<file path="src/rtl/jtag_tap_ctrl_if.sv">
// rtl/jtag_tap_ctrl_if.sv - TAP serial pins plus the user data register control bundle
interface jtag_tap_ctrl_if #(
    parameter int IR_LENGTH = 4
);
    logic                 TMS;
    logic                 TDI;
    logic                 DR_TDO;
    logic                 TDO;
    logic                 TDO_EN;
    logic                 tdr_select;
    logic                 Capture_DR;
    logic                 Shift_DR;
    logic                 Update_DR;
    logic [IR_LENGTH-1:0] IR_OUT;
    logic [3:0]           TAP_STATE;

    modport master (
        output TMS, TDI, DR_TDO,
        input  TDO, TDO_EN, tdr_select, Capture_DR, Shift_DR, Update_DR, IR_OUT, TAP_STATE
    );

    modport slave (
        input  TMS, TDI, DR_TDO,
        output TDO, TDO_EN, tdr_select, Capture_DR, Shift_DR, Update_DR, IR_OUT, TAP_STATE
    );
endinterface

</file>
<file path="src/rtl/jtag_tap_ctrl.sv">
// rtl/jtag_tap_ctrl.sv - 1149.1 TAP FSM with IR, BYPASS, IDCODE and user DR strobes
module jtag_tap_ctrl #(
    parameter int                   IR_LENGTH     = 4,
    parameter logic [31:0]          IDCODE_VALUE  = 32'h1000_0001,
    parameter logic [IR_LENGTH-1:0] INSTR_IDCODE  = 4'b0001,
    parameter logic [IR_LENGTH-1:0] INSTR_USER_DR = 4'b0010,
    parameter logic [IR_LENGTH-1:0] INSTR_BYPASS  = 4'b1111
) (
    input  logic            TCK,
    input  logic            TRST_n,
    jtag_tap_ctrl_if.slave  bus
);

    typedef enum logic [3:0] {
        TLR      = 4'hF,
        RTI      = 4'hC,
        SEL_DR   = 4'h7,
        CAP_DR   = 4'h6,
        SH_DR    = 4'h2,
        EX1_DR   = 4'h1,
        PAUSE_DR = 4'h3,
        EX2_DR   = 4'h0,
        UPD_DR   = 4'h5,
        SEL_IR   = 4'h4,
        CAP_IR   = 4'hE,
        SH_IR    = 4'hA,
        EX1_IR   = 4'h9,
        PAUSE_IR = 4'hB,
        EX2_IR   = 4'h8,
        UPD_IR   = 4'hD
    } tap_state_e;

    tap_state_e           state_q, state_d;
    logic [IR_LENGTH-1:0] ir_q, ir_d;
    logic [IR_LENGTH-1:0] ir_sr_q, ir_sr_d;
    logic [31:0]          idcode_sr_q, idcode_sr_d;
    logic                 bypass_q, bypass_d;

    logic sel_idcode;
    logic sel_user;

    // BYPASS is the fallback for INSTR_BYPASS and every undefined opcode.
    assign sel_idcode = (ir_q == INSTR_IDCODE);
    assign sel_user   = (ir_q == INSTR_USER_DR);

    always_comb begin
        state_d = state_q;
        unique case (state_q)
            TLR:      state_d = bus.TMS ? TLR      : RTI;
            RTI:      state_d = bus.TMS ? SEL_DR   : RTI;
            SEL_DR:   state_d = bus.TMS ? SEL_IR   : CAP_DR;
            CAP_DR:   state_d = bus.TMS ? EX1_DR   : SH_DR;
            SH_DR:    state_d = bus.TMS ? EX1_DR   : SH_DR;
            EX1_DR:   state_d = bus.TMS ? UPD_DR   : PAUSE_DR;
            PAUSE_DR: state_d = bus.TMS ? EX2_DR   : PAUSE_DR;
            EX2_DR:   state_d = bus.TMS ? UPD_DR   : SH_DR;
            UPD_DR:   state_d = bus.TMS ? SEL_DR   : RTI;
            SEL_IR:   state_d = bus.TMS ? TLR      : CAP_IR;
            CAP_IR:   state_d = bus.TMS ? EX1_IR   : SH_IR;
            SH_IR:    state_d = bus.TMS ? EX1_IR   : SH_IR;
            EX1_IR:   state_d = bus.TMS ? UPD_IR   : PAUSE_IR;
            PAUSE_IR: state_d = bus.TMS ? EX2_IR   : PAUSE_IR;
            EX2_IR:   state_d = bus.TMS ? UPD_IR   : SH_IR;
            UPD_IR:   state_d = bus.TMS ? SEL_DR   : RTI;
            default:  state_d = TLR;
        endcase
    end

    always_comb begin
        ir_d        = ir_q;
        ir_sr_d     = ir_sr_q;
        idcode_sr_d = idcode_sr_q;
        bypass_d    = bypass_q;
        case (state_q)
            CAP_IR: ir_sr_d = {{(IR_LENGTH-2){1'b0}}, 2'b01};
            SH_IR:  ir_sr_d = {ir_sr_q[IR_LENGTH-2:0], bus.TDI};
            UPD_IR: ir_d    = ir_sr_q;
            CAP_DR: begin
                if (sel_idcode)
                    idcode_sr_d = IDCODE_VALUE;
                else if (!sel_user)
                    bypass_d = 1'b0;
            end
            SH_DR: begin
                if (sel_idcode)
                    idcode_sr_d = {idcode_sr_q[30:0], bus.TDI};
                else if (!sel_user)
                    bypass_d = bus.TDI;
            end
            default: ;
        endcase
        // Landing in TLR by TMS must already present IDCODE as the instruction.
        if (state_d == TLR)
            ir_d = INSTR_IDCODE;
    end

    always_ff @(posedge TCK) begin
        if (!TRST_n) begin
            state_q     <= TLR;
            ir_q        <= INSTR_IDCODE;
            ir_sr_q     <= '0;
            idcode_sr_q <= IDCODE_VALUE;
            bypass_q    <= 1'b0;
        end else begin
            state_q     <= state_d;
            ir_q        <= ir_d;
            ir_sr_q     <= ir_sr_d;
            idcode_sr_q <= idcode_sr_d;
            bypass_q    <= bypass_d;
        end
    end

    always_comb begin
        bus.TDO = 1'b0;
        if (state_q == SH_IR)
            bus.TDO = ir_sr_q[IR_LENGTH-1];
        else if (state_q == SH_DR)
            bus.TDO = sel_user ? bus.DR_TDO : (sel_idcode ? idcode_sr_q[31] : bypass_q);
    end

    assign bus.TDO_EN     = (state_q == SH_IR) || (state_q == SH_DR);
    assign bus.tdr_select = sel_user;
    assign bus.Capture_DR = (state_q == CAP_DR);
    assign bus.Shift_DR   = (state_q == SH_DR);
    assign bus.Update_DR  = (state_q == UPD_DR);
    assign bus.IR_OUT     = ir_q;
    assign bus.TAP_STATE  = state_q;

endmodule

</file>
<file path="src/flat_wrapper.sv">
// flat-port wrapper written by rule: the top's interface ports become plain ports
module jtag_tap_ctrl_flat 
#(
    parameter int                   IR_LENGTH     = 4,
    parameter logic [31:0]          IDCODE_VALUE  = 32'h1000_0001,
    parameter logic [IR_LENGTH-1:0] INSTR_IDCODE  = 4'b0001,
    parameter logic [IR_LENGTH-1:0] INSTR_USER_DR = 4'b0010,
    parameter logic [IR_LENGTH-1:0] INSTR_BYPASS  = 4'b1111
)
  (TCK, TRST_n, bus_TMS, bus_TDI, bus_DR_TDO, bus_TDO, bus_TDO_EN, bus_tdr_select, bus_Capture_DR, bus_Shift_DR, bus_Update_DR, bus_IR_OUT, bus_TAP_STATE);
  jtag_tap_ctrl_if #(.IR_LENGTH(IR_LENGTH)) bus_i ();
  input  logic TCK;
  input  logic TRST_n;
  input wire logic [$bits(bus_i.TMS)-1:0] bus_TMS;
  input wire logic [$bits(bus_i.TDI)-1:0] bus_TDI;
  input wire logic [$bits(bus_i.DR_TDO)-1:0] bus_DR_TDO;
  output wire logic [$bits(bus_i.TDO)-1:0] bus_TDO;
  output wire logic [$bits(bus_i.TDO_EN)-1:0] bus_TDO_EN;
  output wire logic [$bits(bus_i.tdr_select)-1:0] bus_tdr_select;
  output wire logic [$bits(bus_i.Capture_DR)-1:0] bus_Capture_DR;
  output wire logic [$bits(bus_i.Shift_DR)-1:0] bus_Shift_DR;
  output wire logic [$bits(bus_i.Update_DR)-1:0] bus_Update_DR;
  output wire logic [$bits(bus_i.IR_OUT)-1:0] bus_IR_OUT;
  output wire logic [$bits(bus_i.TAP_STATE)-1:0] bus_TAP_STATE;
  assign bus_i.TMS = bus_TMS;
  assign bus_i.TDI = bus_TDI;
  assign bus_i.DR_TDO = bus_DR_TDO;
  assign bus_TDO = bus_i.TDO;
  assign bus_TDO_EN = bus_i.TDO_EN;
  assign bus_tdr_select = bus_i.tdr_select;
  assign bus_Capture_DR = bus_i.Capture_DR;
  assign bus_Shift_DR = bus_i.Shift_DR;
  assign bus_Update_DR = bus_i.Update_DR;
  assign bus_IR_OUT = bus_i.IR_OUT;
  assign bus_TAP_STATE = bus_i.TAP_STATE;
  jtag_tap_ctrl #(.IR_LENGTH(IR_LENGTH), .IDCODE_VALUE(IDCODE_VALUE), .INSTR_IDCODE(INSTR_IDCODE), .INSTR_USER_DR(INSTR_USER_DR), .INSTR_BYPASS(INSTR_BYPASS)) u_core (.TCK(TCK), .TRST_n(TRST_n), .bus(bus_i));
endmodule
</file>
<file path="config.mk">
export PLATFORM = sky130hd
export DESIGN_NAME = jtag_tap_ctrl_flat
export DESIGN_NICKNAME = d
export VERILOG_FILES = /design/src/rtl/jtag_tap_ctrl_if.sv /design/src/rtl/jtag_tap_ctrl.sv /design/src/flat_wrapper.sv
export SDC_FILE = /design/constraint.sdc
export NUM_CORES = 1
export LEC_CHECK = 0
export ABC_AREA = 1
export CAP_MARGIN = 20
export CELL_PAD_IN_SITES_DETAIL_PLACEMENT = 0
export CELL_PAD_IN_SITES_GLOBAL_PLACEMENT = 1
export CORE_MARGIN = 1
export CORE_UTILIZATION = 40
export DETAILED_ROUTE_END_ITERATION = 10
export GPL_TIMING_DRIVEN = 0
export PLACE_DENSITY = 0.84
export RECOVER_POWER = 50
export SETUP_SLACK_MARGIN = 0.05
export SLEW_MARGIN = 0
export SYNTH_ARGS = -nofsm -noshare
export SYNTH_HDL_FRONTEND = slang
export SYNTH_SLANG_ARGS = --single-unit
</file>
<file path="constraint.sdc">
create_clock -name TCK -period 2.35 [get_ports TCK]
set_clock_uncertainty 0.15 [all_clocks]
set_input_delay 0.3525 -clock TCK [delete_from_list [all_inputs] [get_ports TCK]]
set_output_delay 0.3525 -clock TCK [all_outputs]
set_load 0.005 [all_outputs]
</file>
# Yosys cells after proc, flatten, opt, wreduce, memory -nomap -nowiden

Cells that the tools add are included.

$add $sub $neg: 0
$mul: 0
Div/mod/pow operators: 0
Order comparisons: 0
Equal/unequal tests: 24
Shift-type cells: 0
Mux-type cells: 26
Bitwise gates (word level): 1
Reductions and logical operators: 10

Operator list:

| cell                                                  | count |
|---|---|
| 2-to-1 mux 32 bit                                     | 2 |
| case mux 32 bit (2 select lines)                      | 1 |
| case mux 4 bit (12 select lines)                      | 1 |
| equality test 4 bit, second input constant            | 9 |
| equality test 4 x 3 -> 1 bit, second input constant   | 4 |
| equality test 4 x 2 -> 1 bit, second input constant   | 3 |
| 2-to-1 mux 2 bit                                      | 6 |
| 2-to-1 mux 3 bit                                      | 4 |
| 2-to-1 mux 1 bit                                      | 9 |
| equality test 4 x 1 -> 1 bit, second input constant   | 2 |
| inequality test 2 bit, second input constant          | 4 |
| case mux 4 bit (2 select lines)                       | 1 |
| OR reduction 2 bit                                    | 3 |
| AND reduction 5 bit                                   | 1 |
| zero test 4 bit                                       | 1 |
| 2-to-1 mux 4 bit                                      | 1 |
| inequality test 2 x 1 -> 1 bit, second input constant | 2 |
| nonzero test 2 bit                                    | 2 |
| AND reduction 3 bit                                   | 1 |
| OR reduction 3 bit                                    | 1 |
| case mux 1 bit (2 select lines)                       | 1 |
| logical OR 1 bit                                      | 1 |
| inverter 1 bit                                        | 1 |

Bits in registers: 45
Bits in latches: 0
Memory bits (writable): 0
Memory bits (read-only): 0
Output and inout bits: 14
Logic and storage cells: 66
Memories: 0

# Depth between registers and ports, before layout

Depth in word-level cells: 5
Mapped depth: 11

# Worst setup path before layout

Ideal clock, no wire load.

Path kind: register to output
Start point: reg u_core.state_q[1], in the netlist u_core.bus.TAP_STATE[1]
End point: out bus_TDO
Arrival time: 1.128 ns
Required time: 1.847 ns
Setup slack: 0.720 ns
Stages on the path, launching flop included: 7
Buffers on the path: 0
Cells stage by stage: dfxtp_1 inv_2 nor2_4 inv_2 nor2_1 inv_1 o21ai_0

Word-level cells in the longest chain between the ends: 3
Elaborated cells between the ends (all ways): 4

Ends and longest elaborated chain:

| what                         | line                 | source |
|---|---|---|
| from (decl)                  | jtag_tap_ctrl.sv:33  | `tap_state_e state_q, state_d;` |
| from (signal assigned)       | jtag_tap_ctrl.sv:105 | `state_q <= state_d;` |
| equality test 4 x 2 -> 1 bit | jtag_tap_ctrl.sv:117 | `else if (state_q == SH_DR)` |
| 2-to-1 mux 1 bit             | jtag_tap_ctrl.sv:117 |  |
| 2-to-1 mux 1 bit *           | jtag_tap_ctrl.sv:115 | `if (state_q == SH_IR)` |
| to (decl)                    | flat_wrapper.sv:17   | `output wire logic [$bits(bus_i.TDO)-1:0] bus_TDO;` |

Every way passes the cells marked *; elsewhere a longest branch is shown, timed or not.

# Worst setup path in the final report

Start point: reg u_core.state_q[1], in the netlist u_core.bus.TAP_STATE[1]
End point: out bus_Capture_DR

Word-level cells in the longest chain between the ends: 1

Ends and longest elaborated chain:

| what                         | line                 | source |
|---|---|---|
| equality test 4 x 3 -> 1 bit | jtag_tap_ctrl.sv:123 | `assign bus.Capture_DR = (state_q == CAP_DR);` |
| to (decl)                    | flat_wrapper.sv:20   | `output wire logic [$bits(bus_i.Capture_DR)-1:0] bus_Capture_DR;` |

Every way passes these cells.

==> out/results.ini <==
[setup_path]
worstSetupPathType=reg -> out
cp_common_cell=inv_2
required_ps=1850
critPathBufInv=3
cpPeakStageDelay_ps=530
rrSetupSlack_ps=520
crit_fanout=6
cp_data_arrival_time_ps=1660
worst_setup_path_end_kind=output port
crit_family=buffers and inverters
cp-start-kind=register
slowest_stage=clkdlybuf4s50_1
r2r_cells=9
rr_startpoint=u_core.bus.TAP_STATE[3]
path_cells=inv_2 > nor2_4 > inv_2 > nor3_1 > clkdlybuf4s50_1
reg2reg_to=u_core.idcode_sr_q[29]

[die]
core-area_sq_mm=0.00444
die_h_microns=70.6
ios=19
die_x_microns=70.6
start_util_pct=42.3
die_area_sq_mm=0.00498
placementRows=24

[clock_network]
clk_pin_slew_ps=90
cts-root-buf=clkbuf_8
cts_buffer_depth=2
cts_tree=done
insertion_delay_ps=300
cts_buffers=5
ctsHtreeMaxLevel=2
clkSinkCount=45

[synthesis]
synth_fa_ha_area_share_pct=0
yosys-mux-area-fraction_pct=1.20
synthCells=258
syn_area_sq_mm=0.00188
ys_types=21
synth_xor_area_share_pct=0
syn_avg_cell_area_sq_um=7.29
synth_top_family_by_area=simple AND/OR/NAND/NOR gates
ys_warn_count=0
seq_area_frac_synth_pct=47.9
synth_compound_area_share_pct=13.9
syn_nets=263
synth_seq_cells=45
yosys.area_share.simple_pct=28.7

[pwr]
power_frac_comb_pct=27.0
pwr-share-clk_pct=32.2
p_int_uw=1470
p_leak_uw=0.000871
power_per_cell_area_mw_per_mm2=954
swShare_pct=32.0
power_switching_uw=691
seq_power_share_pct=40.8
peakVddDrop_mv=0.463
p_total_uw=2160

[global_route]
grt_max_degree=16
grt_pass1_vias=1417
grt_overflow=0
grt_usage_pct=16.5
grt_first_pass_wirelength_microns=6490
grt_use_met3_pct=5.41
antenna_found_initial=0
use_met2_pct=24.2
gr-usage-met1_pct=23.0
top_usage_layer=met2

[min_path]
hp-start=u_core.idcode_sr_q[19]
min_to=u_core.idcode_sr_q[20]
hold_depth=2
hold_path.class=reg -> reg

[place]
gp_congestion=0.766
postPlaceCellArea_sq_mm=0.00213
place_ws_ps=5.19
dp_hpwl_microns=2620
port_buffers=18
placedCellCount=328

[route]
antenna_left=0
detailroute.via_count=1584
totalWireLength_microns=3750
drc_errors=0
first_pass_iters=4
drt_iter0_drc=60
viasPerCell=4.71
drt-wirelength-per-cell_microns=11.2

[sta]
rsz0062_at_grt=no
period_share_pct=92.1
fin_crit_ps=2160
relSlewSlack_pct=70.5
finalHoldViolations=0
maxSlewViolCount=0
setup_slack_ps=186
worst_pin_slew_ps=442
fmax_mhz=462
setup_viol=0

[cells_and_area]
layout_common_cells=nand2_1, a21oi_1, dfxtp_1, inv_1, clkdlybuf4s50_1
fin_cells=336
fin_util_pct=51.0
n_antenna_cell=0
design_area_sq_mm=0.00227
fin_nets=288
final_common_cell=nand2_1
drive_gt1_share_pct=13.4
syn_to_final_growth_pct=20.5

[job]
max_cap_violations=0

[run_status]
outcome=finished clean

==> power by group through the flow <==
| stage | registers [uW] | logic (uW) | clock network, uW |
|---|---|---|---|
| finish | 883 | 584 | 696 |
| global placement | 892 | 585 | 0 |
| detailed placement | 890 | 579 | 0 |
| CTS | 881 | 595 | 716 |
| global route | 893 | 655 | 748 |
| floorplan | 880 | 402 | 0 |
==> metrics by stage <==
stage / setup TNS, ps / hold WS [ps]
4_1_cts: 0 / 309
6_report: 0 / 308
3_3_place_gp: -34.0 / 296
3_5_place_dp: 0 / 299
2_1_floorplan: 0 / 271
5_1_grt: 0 / 331
==> worst max-delay path by stage <==
| stage | startpoint | endpoint | slack [ps] | cells past startpoint |
|---|---|---|---|---|
| detailed placement | u_core.bus.TAP_STATE[1] | bus_TDO | 5 | 7 |
| global route | u_core.bus.IR_OUT[0] | bus_TDO | 70 | 9 |
| finish | u_core.bus.TAP_STATE[1] | bus_Capture_DR | 190 | 5 |
| CTS | u_core.bus.TAP_STATE[1] | bus_Capture_DR | 180 | 5 |
| floorplan | u_core.bus.TAP_STATE[1] | bus_TDO | 720 | 6 |
| global placement | u_core.bus.TAP_STATE[1] | bus_TDO | -30 | 7 |
==> tightest hold or removal path, cell delays in order (launching register included) <==
cell and delay [ps]:
dfxtp_1 320, nand2_1 60, a21oi_1 50
==> layout make-up <==
class / instances / area, sq um
fill: 463 / 2180
tap: 52 / 65.1
multi-input combinational: 180 / 826
clock inverter: 3 / 68.8
timing repair buffer: 18 / 179
sequential: 45 / 907
buffer: 10 / 66.3
inverter: 23 / 86.3
clock buffer: 5 / 68.8
==> state kept, by name, indices dropped and copies added, names as in the netlist <==
register              cells
u_core.idcode_sr_q       32
u_core.bus.IR_OUT         4
u_core.bypass_q           1
u_core.bus.TAP_STATE      4
u_core.ir_sr_q            4
==> repair_timing <==
| item | 4_1_cts | 5_1_grt |
|---|---|---|
| buffers inserted | 0 | 0 |
| setup endpoints to repair | 1 | 0 |
| hold buffers | 0 | 0 |
| resized for setup | 10 | 0 |
==> layer usage <==
| metal | share of wire (%) | vias to the layer above | wire length, microns |
|---|---|---|---|
| met5 | 0 | - | 0 |
| met2 | 44 | 13 | 1630 |
| li1 | - | 864 | - |
| met3 | 3.0 | 5 | 114 |
| met4 | 1.2 | 0 | 46 |
| met1 | 52 | 702 | 1960 |
==> synthesized netlist by cell type <==
cell	number	area [sq um]
a21oi_1	42	210
buf_2	3	15.0
buf_6	4	45.0
clkbuf_1	3	11.3
dfxtp_1	45	901
inv_1	14	52.6
inv_2	9	33.8
mux2_2	2	22.5
nand2_1	94	353
nand2_2	6	37.5
nand3_1	4	20.0
nand3_2	1	10.0
nand3b_1	1	7.51
nand4_1	2	12.5
nor2_1	11	41.3
nor2_2	3	18.8
nor2_4	3	33.8
nor3_1	1	5.00
o21ai_0	8	40.0
o21ai_1	1	5.00
o22ai_1	1	6.26
==> kinds of logic after synthesis <==
kind of cell	Yosys count
buffers and inverters	33
AND/OR/NAND/NOR	126
flip-flops	45
multiplexers	2
AO/OA/AOI/OAI	52
(Power assumes the default switching activity.)
